--- config.mk ---
export PLATFORM = sky130hd
export DESIGN_NAME = line_rasterizer_flat
export DESIGN_NICKNAME = d
export VERILOG_FILES = /design/src/rtl/line_rasterizer_pkg.sv /design/src/rtl/line_rasterizer_if.sv /design/src/rtl/line_rasterizer_fb_addr_gen.sv /design/src/rtl/line_rasterizer.sv /design/src/flat_wrapper.sv
export SDC_FILE = /design/constraint.sdc
export NUM_CORES = 1
export LEC_CHECK = 0
export ABC_AREA = 1
export BUFFER_PORTS_ARGS = -buffer_cell sky130_fd_sc_hd__buf_2
export CAP_MARGIN = 20
export CORE_ASPECT_RATIO = 1.25
export CORE_MARGIN = 2
export CORE_UTILIZATION = 55
export DETAILED_ROUTE_END_ITERATION = 8
export PLACE_DENSITY = 0.83
export SYNTH_ARGS = -nofsm -noshare
export SYNTH_HDL_FRONTEND = slang
export SYNTH_SLANG_ARGS = --single-unit
--- constraint.sdc ---
create_clock -name clk -period 4.2 [get_ports clk]
set_clock_uncertainty 0.15 [all_clocks]
set_input_delay 0.84 -clock clk [delete_from_list [all_inputs] [get_ports clk]]
set_output_delay 0.84 -clock clk [all_outputs]
set_load 0.02 [all_outputs]
--- src/rtl/line_rasterizer_pkg.sv ---
// Shared definitions for the line rasterizer: default geometry, FSM state
// encoding and an RGB565 packing helper.
package line_rasterizer_pkg;

  localparam int          DEF_COORD_W   = 11;
  localparam int          DEF_FB_WIDTH  = 320;
  localparam int          DEF_FB_HEIGHT = 240;
  localparam int          DEF_ADDR_W    = 32;
  localparam logic [31:0] DEF_FB_BASE   = 32'h0000_0000;
  localparam logic [1:0]  BE_ALL        = 2'b11;

  typedef enum logic [1:0] {
    ST_IDLE  = 2'd0,
    ST_SETUP = 2'd1,
    ST_DRAW  = 2'd2,
    ST_DONE  = 2'd3
  } line_state_t;

  function automatic logic [15:0] rgb565(input logic [4:0] r, input logic [5:0] g,
                                         input logic [4:0] b);
    return {r, g, b};
  endfunction

endpackage

--- src/rtl/line_rasterizer_if.sv ---
// Avalon-MM write-only master bus from the rasterizer to the SDRAM framebuffer.
// A write transfers on a rising edge where avm_write=1 and avm_waitrequest=0;
// while avm_write=1 and avm_waitrequest=1 the master holds address/data/write.
interface line_rasterizer_if #(
  parameter int ADDR_W = 32
);
  logic [ADDR_W-1:0] avm_address;
  logic              avm_write;
  logic [15:0]       avm_writedata;
  logic [1:0]        avm_byteenable;
  logic              avm_waitrequest;

  modport master (
    output avm_address, avm_write, avm_writedata, avm_byteenable,
    input  avm_waitrequest
  );

  modport slave (
    input  avm_address, avm_write, avm_writedata, avm_byteenable,
    output avm_waitrequest
  );
endinterface

--- src/rtl/line_rasterizer_fb_addr_gen.sv ---
// Combinational (x,y) -> framebuffer byte address for 16-bit pixels.
// The row multiply is a constant shift/add tree so no multiplier is needed.
module line_rasterizer_fb_addr_gen #(
  parameter int                COORD_W  = 11,
  parameter int                FB_WIDTH = 320,
  parameter int                ADDR_W   = 32,
  parameter logic [ADDR_W-1:0] FB_BASE  = '0
) (
  input  logic [COORD_W-2:0] px,
  input  logic [COORD_W-2:0] py,
  output logic [ADDR_W-1:0]  addr
);

  logic [ADDR_W-1:0] row;

  always_comb begin
    row = '0;
    for (int i = 0; i < 32; i++) begin
      if (FB_WIDTH[i]) row = row + (ADDR_W'(py) << i);
    end
    addr = FB_BASE + ((row + ADDR_W'(px)) << 1);
  end

endmodule

--- src/rtl/line_rasterizer.sv ---
// Bresenham line rasterizer: accepts one line command, issues one clipped
// 16-bit Avalon-MM write per on-screen pixel, then pulses done.
module line_rasterizer
  import line_rasterizer_pkg::*;
#(
  parameter int                COORD_W   = DEF_COORD_W,
  parameter int                FB_WIDTH  = DEF_FB_WIDTH,
  parameter int                FB_HEIGHT = DEF_FB_HEIGHT,
  parameter int                ADDR_W    = DEF_ADDR_W,
  parameter logic [ADDR_W-1:0] FB_BASE   = ADDR_W'(DEF_FB_BASE)
) (
  input  logic                      clk,
  input  logic                      reset,
  // Command handshake: accepted on a rising edge with cmd_valid & cmd_ready.
  input  logic                      cmd_valid,
  output logic                      cmd_ready,
  input  logic signed [COORD_W-1:0] cmd_x0,
  input  logic signed [COORD_W-1:0] cmd_y0,
  input  logic signed [COORD_W-1:0] cmd_x1,
  input  logic signed [COORD_W-1:0] cmd_y1,
  input  logic [15:0]               cmd_color,
  output logic                      busy,
  output logic                      done,
  output line_state_t               state_dbg,
  line_rasterizer_if.master         avm
);

  localparam int ERR_W = COORD_W + 2;
  localparam logic signed [COORD_W-1:0] ONE   = COORD_W'(1);
  localparam logic signed [COORD_W-1:0] X_LIM = COORD_W'(FB_WIDTH);
  localparam logic signed [COORD_W-1:0] Y_LIM = COORD_W'(FB_HEIGHT);

  line_state_t state, state_nxt;

  logic signed [COORD_W-1:0] x, y, x_end, y_end, x_nxt, y_nxt;
  logic signed [ERR_W-1:0]   dx, dy, err, err_nxt, e2;
  logic signed [ERR_W-1:0]   diff_x, diff_y, abs_x, abs_y;
  logic                      step_left, step_up;
  logic [15:0]               color;
  logic                      last_q, on_screen, at_end, advance;
  logic [ADDR_W-1:0]         pix_addr, addr_q;
  logic                      write_q;
  logic [15:0]               data_q;

  always_ff @(posedge clk) begin
    if (reset) state <= ST_IDLE;
    else       state <= state_nxt;
  end

  // A stalled write blocks the pixel pipeline; otherwise one step per clock.
  assign advance = !(write_q && avm.avm_waitrequest);

  always_comb begin
    state_nxt = state;
    cmd_ready = 1'b0;
    busy      = 1'b1;
    done      = 1'b0;
    state_dbg = state;
    unique case (state)
      ST_IDLE: begin
        cmd_ready = 1'b1;
        busy      = 1'b0;
        if (cmd_valid) state_nxt = ST_SETUP;
      end
      ST_SETUP: state_nxt = ST_DRAW;
      ST_DRAW:  if (advance && last_q) state_nxt = ST_DONE;
      ST_DONE: begin
        done      = 1'b1;
        state_nxt = ST_IDLE;
      end
      default: state_nxt = ST_IDLE;
    endcase
  end

  always_comb begin
    diff_x  = ERR_W'(x_end) - ERR_W'(x);
    diff_y  = ERR_W'(y_end) - ERR_W'(y);
    abs_x   = diff_x[ERR_W-1] ? -diff_x : diff_x;
    abs_y   = diff_y[ERR_W-1] ? -diff_y : diff_y;
    e2      = err <<< 1;
    err_nxt = err;
    x_nxt   = x;
    y_nxt   = y;
    if (e2 >= dy) begin
      err_nxt = err_nxt + dy;
      x_nxt   = step_left ? x - ONE : x + ONE;
    end
    if (e2 <= dx) begin
      err_nxt = err_nxt + dx;
      y_nxt   = step_up ? y - ONE : y + ONE;
    end
    on_screen = !x[COORD_W-1] && (x < X_LIM) && !y[COORD_W-1] && (y < Y_LIM);
    at_end    = (x == x_end) && (y == y_end);
  end

  line_rasterizer_fb_addr_gen #(
    .COORD_W  (COORD_W),
    .FB_WIDTH (FB_WIDTH),
    .ADDR_W   (ADDR_W),
    .FB_BASE  (FB_BASE)
  ) u_addr_gen (
    .px   (x[COORD_W-2:0]),
    .py   (y[COORD_W-2:0]),
    .addr (pix_addr)
  );

  always_ff @(posedge clk) begin
    if (reset) begin
      write_q <= 1'b0;
      addr_q  <= '0;
      data_q  <= '0;
      last_q  <= 1'b0;
    end else begin
      case (state)
        ST_IDLE: begin
          if (cmd_valid) begin
            x     <= cmd_x0;
            y     <= cmd_y0;
            x_end <= cmd_x1;
            y_end <= cmd_y1;
            color <= cmd_color;
          end
        end
        ST_SETUP: begin
          dx        <= abs_x;
          dy        <= -abs_y;
          err       <= abs_x - abs_y;
          step_left <= diff_x[ERR_W-1];
          step_up   <= diff_y[ERR_W-1];
          last_q    <= 1'b0;
        end
        ST_DRAW: begin
          if (advance) begin
            if (last_q) begin
              write_q <= 1'b0;
            end else begin
              // last_q marks that the end point has been issued (or clipped).
              write_q <= on_screen;
              if (on_screen) begin
                addr_q <= pix_addr;
                data_q <= color;
              end
              if (at_end) begin
                last_q <= 1'b1;
              end else begin
                x   <= x_nxt;
                y   <= y_nxt;
                err <= err_nxt;
              end
            end
          end
        end
        default: ;
      endcase
    end
  end

  assign avm.avm_address    = addr_q;
  assign avm.avm_write      = write_q;
  assign avm.avm_writedata  = data_q;
  assign avm.avm_byteenable = write_q ? BE_ALL : 2'b00;

endmodule
--- src/flat_wrapper.sv ---
// flat-port wrapper written by rule: the top's interface ports become plain ports
module line_rasterizer_flat import line_rasterizer_pkg::*;
#(
  parameter int                COORD_W   = DEF_COORD_W,
  parameter int                FB_WIDTH  = DEF_FB_WIDTH,
  parameter int                FB_HEIGHT = DEF_FB_HEIGHT,
  parameter int                ADDR_W    = DEF_ADDR_W,
  parameter logic [ADDR_W-1:0] FB_BASE   = ADDR_W'(DEF_FB_BASE)
)
  (clk, reset, cmd_valid, cmd_ready, cmd_x0, cmd_y0, cmd_x1, cmd_y1, cmd_color, busy, done, state_dbg, avm_avm_address, avm_avm_write, avm_avm_writedata, avm_avm_byteenable, avm_avm_waitrequest);
  line_rasterizer_if #(.ADDR_W(ADDR_W)) avm_i ();
  input  logic clk;
  input  logic reset;
  input  logic cmd_valid;
  output logic cmd_ready;
  input  logic signed [COORD_W-1:0] cmd_x0;
  input  logic signed [COORD_W-1:0] cmd_y0;
  input  logic signed [COORD_W-1:0] cmd_x1;
  input  logic signed [COORD_W-1:0] cmd_y1;
  input  logic [15:0] cmd_color;
  output logic busy;
  output logic done;
  output line_state_t state_dbg;
  output wire logic [$bits(avm_i.avm_address)-1:0] avm_avm_address;
  output wire logic [$bits(avm_i.avm_write)-1:0] avm_avm_write;
  output wire logic [$bits(avm_i.avm_writedata)-1:0] avm_avm_writedata;
  output wire logic [$bits(avm_i.avm_byteenable)-1:0] avm_avm_byteenable;
  input wire logic [$bits(avm_i.avm_waitrequest)-1:0] avm_avm_waitrequest;
  assign avm_avm_address = avm_i.avm_address;
  assign avm_avm_write = avm_i.avm_write;
  assign avm_avm_writedata = avm_i.avm_writedata;
  assign avm_avm_byteenable = avm_i.avm_byteenable;
  assign avm_i.avm_waitrequest = avm_avm_waitrequest;
  line_rasterizer #(.COORD_W(COORD_W), .FB_WIDTH(FB_WIDTH), .FB_HEIGHT(FB_HEIGHT), .ADDR_W(ADDR_W), .FB_BASE(FB_BASE)) u_core (.clk(clk), .reset(reset), .cmd_valid(cmd_valid), .cmd_ready(cmd_ready), .cmd_x0(cmd_x0), .cmd_y0(cmd_y0), .cmd_x1(cmd_x1), .cmd_y1(cmd_y1), .cmd_color(cmd_color), .busy(busy), .done(done), .state_dbg(state_dbg), .avm(avm_i));
endmodule
==> impl_metrics.ini, run 1 <==
[logic_synthesis]
async_flop_share_pct = 0
ys_seq_elements = 140
yosys_warnings = 0
synthDistinctLibCells = 53
yosys-top-cells-area = edfxtp_1 27%, ha_1 13%, nand2_1 10%
synth_edf_count = 100
yosysTopAreaCell = edfxtp_1
synth_area_mm2 = 0.0110
synth_top_area_share_pct = 27.3
syn_area_per_cell_um2 = 7.93
ys.flop_type = edfxtp_1
synthCells = 1389
seq_area_frac_synth_pct = 34.5

[die]
die_w_um = 131
die_area_mm2 = 0.0212
num_io_pins = 120
dieHeight_um = 162
num_rows = 57
coreArea_mm2 = 0.0195
initial_utilization_pct = 56.3

[min_path]
hold_path.class = flip-flop to flip-flop
hold_depth = 2

[sta]
layout_min_cycle_time_ns = 3.93
max_freq_ghz = 0.255
worst_pin_slew_ns = 0.780
final-hold-violation-count = 0
finalSetupViolCount = 0
drv_slew = 0
rsz0062_at_grt = true
slew_headroom_pct = 47.8
whs_ns = 0.311
fin_crit_sh_pct = 93.5

[drt]
vias_per_cell = 5.52
drt_iter0_drc = 710
first_pass_iters = 5
vias = 10059
post-route-drc-count = 0
finalWirelength_um = 28600
ant_nets = 0
wl_per_cell_um = 15.7

[grt]
grt_pass1_vias = 10004
grt_max_degree = 43
grt_pass1_wl_um = 45700
globalRouteOverflowTotal = 0
antenna_found_initial = 1
grt.total_usage_pct = 27.1

[clock_tree]
cts_inserted_buffers = 17
clock_path_buffers = 2
cts_sinks = 140
ctsHtreeMaxLevel = 4
clk_latency_ns = 0.44
cts.clk_slew.worst_paths_ns = 0.07
cts_tree = done
postCtsHoldBufs = 0
root_buffer = clkbuf_16

[placed_design]
port_buffers = 107
place_inst = 1771
gp_congestion = 0.970
hpwl_um = 21300

[cells_and_area]
syn_to_final_growth_pct = 18.2
most-common-layout-cells = 289 x nand2_1, 193 x inv_1, 107 x buf_2
layout.cells.most_common = nand2_1
diodes = 0
nFillCells = 1519
final_nets = 1733
final_cells = 1822
drive_gt1_share_pct = 20.4

[worst_setup_path]
critPathMostFrequentCell = nand2_1
cp.depth = 27
crit_family = simple AND/OR/NAND/NOR gates
start_kind = flip-flop
path_buf_inv = 3
arrival_ns = 3.97
ff2ff_path_depth = 27
cpPeakStageDelay_ns = 0.44
crit_path_top_delay_cell = edfxtp_1
path_class = flip-flop to flip-flop
endpoint_kind = flip-flop
cp_data_required_time_ns = 4.24
crit_fanout = 5

[outcome]
status = finished clean

[job]
drv_cap = 0
[worst min-delay path, delay by kind of cell, from the launching register on]
family                 cells  cell delay [ns]
flip-flops                 1             0.31
AND/OR/NAND/NOR            1             0.07
buffers and inverters      1             0.04
[area by class of cell]
| type | instances | area (µm²) | share of cell area, % |
|---|---|---|---|
| timing repair buffer | 160 | 946 | 7.27 |
| inverter | 209 | 800 | 6.15 |
| clock inverter | 15 | 191 | 1.47 |
| tap | 265 | 332 | 2.55 |
| sequential | 140 | 3800 | 29.2 |
| clock buffer | 17 | 425 | 3.27 |
| multi-input combinational | 1016 | 6510 | 50.0 |
[sequential cells by signal, summed over array words and instances (netlist names)]
| signal | flops |
|---|---|
| u_core.last_q | 1 |
| u_core.color | 16 |
| u_core.avm.avm_writedata | 16 |
| u_core.state_dbg | 2 |
| u_core.avm.avm_write | 1 |
| u_core.step_left | 1 |
| u_core.y_end | 11 |
| u_core.avm.avm_address | 20 |
| u_core.x_end | 11 |
| u_core.step_up | 1 |
| u_core.err | 12 |
| u_core.dy | 13 |
| u_core.y | 11 |
| u_core.x | 11 |
| u_core.dx | 13 |
[cell usage after synthesis (all sizes together) (3+ instances only)]
| cell type | instances |
|---|---|
| nand2 | 318 |
| inv | 209 |
| ha | 116 |
| nor2 | 113 |
| a21oi | 105 |
| o21ai | 104 |
| edfxtp | 100 |
| nand3 | 81 |
| xor2 | 46 |
| dfxtp | 40 |
| nand4 | 20 |
| xnor2 | 20 |
| buf | 18 |
| clkbuf | 18 |
| nor3 | 12 |
| a31oi | 11 |
| fa | 9 |
| nand3b | 8 |
| o21bai | 7 |
| or2 | 7 |
| a21o | 5 |
| nor4 | 5 |
| o2111ai | 3 |
| o21a | 3 |
[per-stage QoR]
stage,instance area [µm²],util [%],TNS (ns),setup WS (ns)
after global placement,12000,61.4,0,0.187
after floorplan,11100,-,0,0.226
final,13000,66.6,0,0.274
after global routing,13000,66.6,-0.0935,-0.0510
after CTS,12600,64.5,0,0.0339
after detailed placement,12000,61.4,0,0.0465
[per-layer routing]
metal  vias to the layer above  GRT usage [%]  part of all wire [%]
met2                       406           48.8                    51
met5                         -              0                 0.045
met4                         2           12.5                   4.8
met3                       117           4.91                   5.6
li1                       4910              -                     -
met1                      4624           30.6                    39
[cells by family after synthesis]
group	count (synthesis)	share of synthesized area, %
other cells	1	0.0341
simple gates	565	23.6
buf+inv	245	9.03
flops	140	34.5
compound gates	247	12.3
fa+ha+maj	125	14.8
xor+xnor	66	5.66
[repair_timing]
item | CTS | global route
gates resized for setup | 0 | 80
buffers inserted | 0 | 18
setup endpoints to repair | 0 | 7
[path summary, 6_finish.rpt]
check | end | start | slack (ns)
setup reg to reg | u_core.err[8]$_DFFE_PP_ | u_core.err[0]$_DFFE_PP_ | 0.27
hold / removal | u_core.avm.avm_address[19]$_SDFFE_PP0P_ | u_core.avm.avm_address[19]$_SDFFE_PP0P_ | 0.31
setup / recovery | u_core.err[8]$_DFFE_PP_ | u_core.err[0]$_DFFE_PP_ | 0.27
hold reg to reg | u_core.avm.avm_address[19]$_SDFFE_PP0P_ | u_core.avm.avm_address[19]$_SDFFE_PP0P_ | 0.31
Power of run 1 is left out: the tool's default activity adds up to more than one toggle a clock period on the data nets, which glitch-free logic cannot reach.
==> run 2, diff against run 1 <==
--- a/config.mk
+++ b/config.mk
@@ -13,6 +13,7 @@
 export CORE_UTILIZATION = 55
 export DETAILED_ROUTE_END_ITERATION = 8
 export PLACE_DENSITY = 0.83
+export REMOVE_ABC_BUFFERS = 1
 export SYNTH_ARGS = -nofsm -noshare
 export SYNTH_HDL_FRONTEND = slang
 export SYNTH_SLANG_ARGS = --single-unit
==> impl_metrics.ini, run 2 (synthesis results as in run 1) <==
[outcome]
status = finished clean

[cells_and_area]
most-common-layout-cells = 286 x nand2_1, 196 x inv_1, 107 x buf_2
drive_gt1_share_pct = 20.5
fin_util_pct = 66.7
largest_reg_flops = 20
final_nets = 1735
diodes = 0
layout.cells.most_common = nand2_1
nFillCells = 1539
syn_to_final_growth_pct = 18.4

[clock_tree]
cts_inserted_buffers = 17
cts_tree = done
clk_latency_ns = 0.45
postCtsHoldBufs = 0
cts.clk_slew.worst_paths_ns = 0.08
ctsHtreeMaxLevel = 4
cts_sinks = 140
root_buffer = clkbuf_16
clock_path_buffers = 2

[die]
die_w_um = 131
dieHeight_um = 162
num_io_pins = 120
initial_utilization_pct = 56.3
die_area_mm2 = 0.0212
coreArea_mm2 = 0.0195
num_rows = 57

[placed_design]
hpwl_um = 21000
port_buffers = 107
gp_congestion = 0.975

[drt]
wl_per_cell_um = 15.5
drt_iter0_drc = 691
vias = 10031
first_pass_iters = 6
ant_nets = 0
finalWirelength_um = 28300
post-route-drc-count = 0
vias_per_cell = 5.50

[grt]
grt_pass1_vias = 9651
grt_max_degree = 43
globalRouteOverflowTotal = 0
grt.total_usage_pct = 26.6
antenna_found_initial = 0
grt_pass1_wl_um = 44600

[sta]
max_freq_ghz = 0.249
drv_slew = 0
final-hold-violation-count = 0
worst_pin_slew_ns = 0.918
fin_crit_sh_pct = 95.5
layout_min_cycle_time_ns = 4.01
slew_headroom_pct = 38.2
fin_setup_tns_ns = 0
finalSetupViolCount = 0

[worst_setup_path]
crit_path_top_delay_cell = edfxtp_1
cpPeakStageDelay_ns = 0.41
critPathMostFrequentCell = nand2_1
path_class = flip-flop to flip-flop
crit_fanout = 7
cp_data_required_time_ns = 4.24
arrival_ns = 4.05
start_kind = flip-flop
endpoint_kind = flip-flop

[min_path]
hold_path.class = flip-flop to flip-flop

[job]
drv_cap = 0
-- run 2: routing by layer --
metal	GRT usage (%)	share of wire, %	vias up
met5	0	0	-
met4	10.6	3.9	0
met3	5.11	7.0	99
met2	48.6	51	391
met1	30.1	38	4621
li1	-	-	4920
-- run 2: worst max-delay path: cells and delay by family (launching register included) --
kind                     cells  cell delay [ns]
AND/OR/NAND/NOR             20             1.77
adder cells (fa/ha/maj)      2             0.72
flip-flops                   1             0.41
AO/OA/AOI/OAI                2             0.28
buffers and inverters        3             0.27
XOR/XNOR                     1             0.16
-- run 2: final timing paths --
path | startpoint | endpoint | slack [ns] | depth (start not counted)
setup / recovery | u_core.y[2]$_DFFE_PP_ | u_core.err[11]$_DFFE_PP_ | 0.19 | 28
hold / removal | u_core.avm.avm_address[19]$_SDFFE_PP0P_ | u_core.avm.avm_address[19]$_SDFFE_PP0P_ | 0.32 | 2
setup reg to reg | u_core.y[2]$_DFFE_PP_ | u_core.err[11]$_DFFE_PP_ | 0.19 | 28
hold reg to reg | u_core.avm.avm_address[19]$_SDFFE_PP0P_ | u_core.avm.avm_address[19]$_SDFFE_PP0P_ | 0.32 | 2
-- run 2: repair_timing --
action,CTS,global route
buffers inserted,1,17
pin swaps,0,22
resized for setup,2,75
endpoints found under the setup margin,2,7
-- run 2: stage by stage --
stage / hold slack (ns) / setup slack [ns] / instance area [µm²] / std cells
after CTS: 0.315 / 0.00193 / 12700 / 1807
after detailed placement: 0.301 / 0.00750 / 12000 / 1774
final: 0.317 / 0.187 / 13000 / 1824
after global placement: 0.293 / 0.103 / 12000 / 1773
after floorplan: 0.319 / 0.199 / 10800 / 1365
after global routing: 0.339 / -0.0964 / 13000 / 1824
-- run 2: layout make-up --
class	instances	area, µm²	area share [%]
clock buffer	17	425	3.26
clock inverter	15	189	1.45
inverter	209	792	6.08
multi-input combinational	1016	6520	50.0
sequential	140	3800	29.2
tap	265	332	2.54
timing repair buffer	162	968	7.43
Power of run 2 is left out for the same reason.
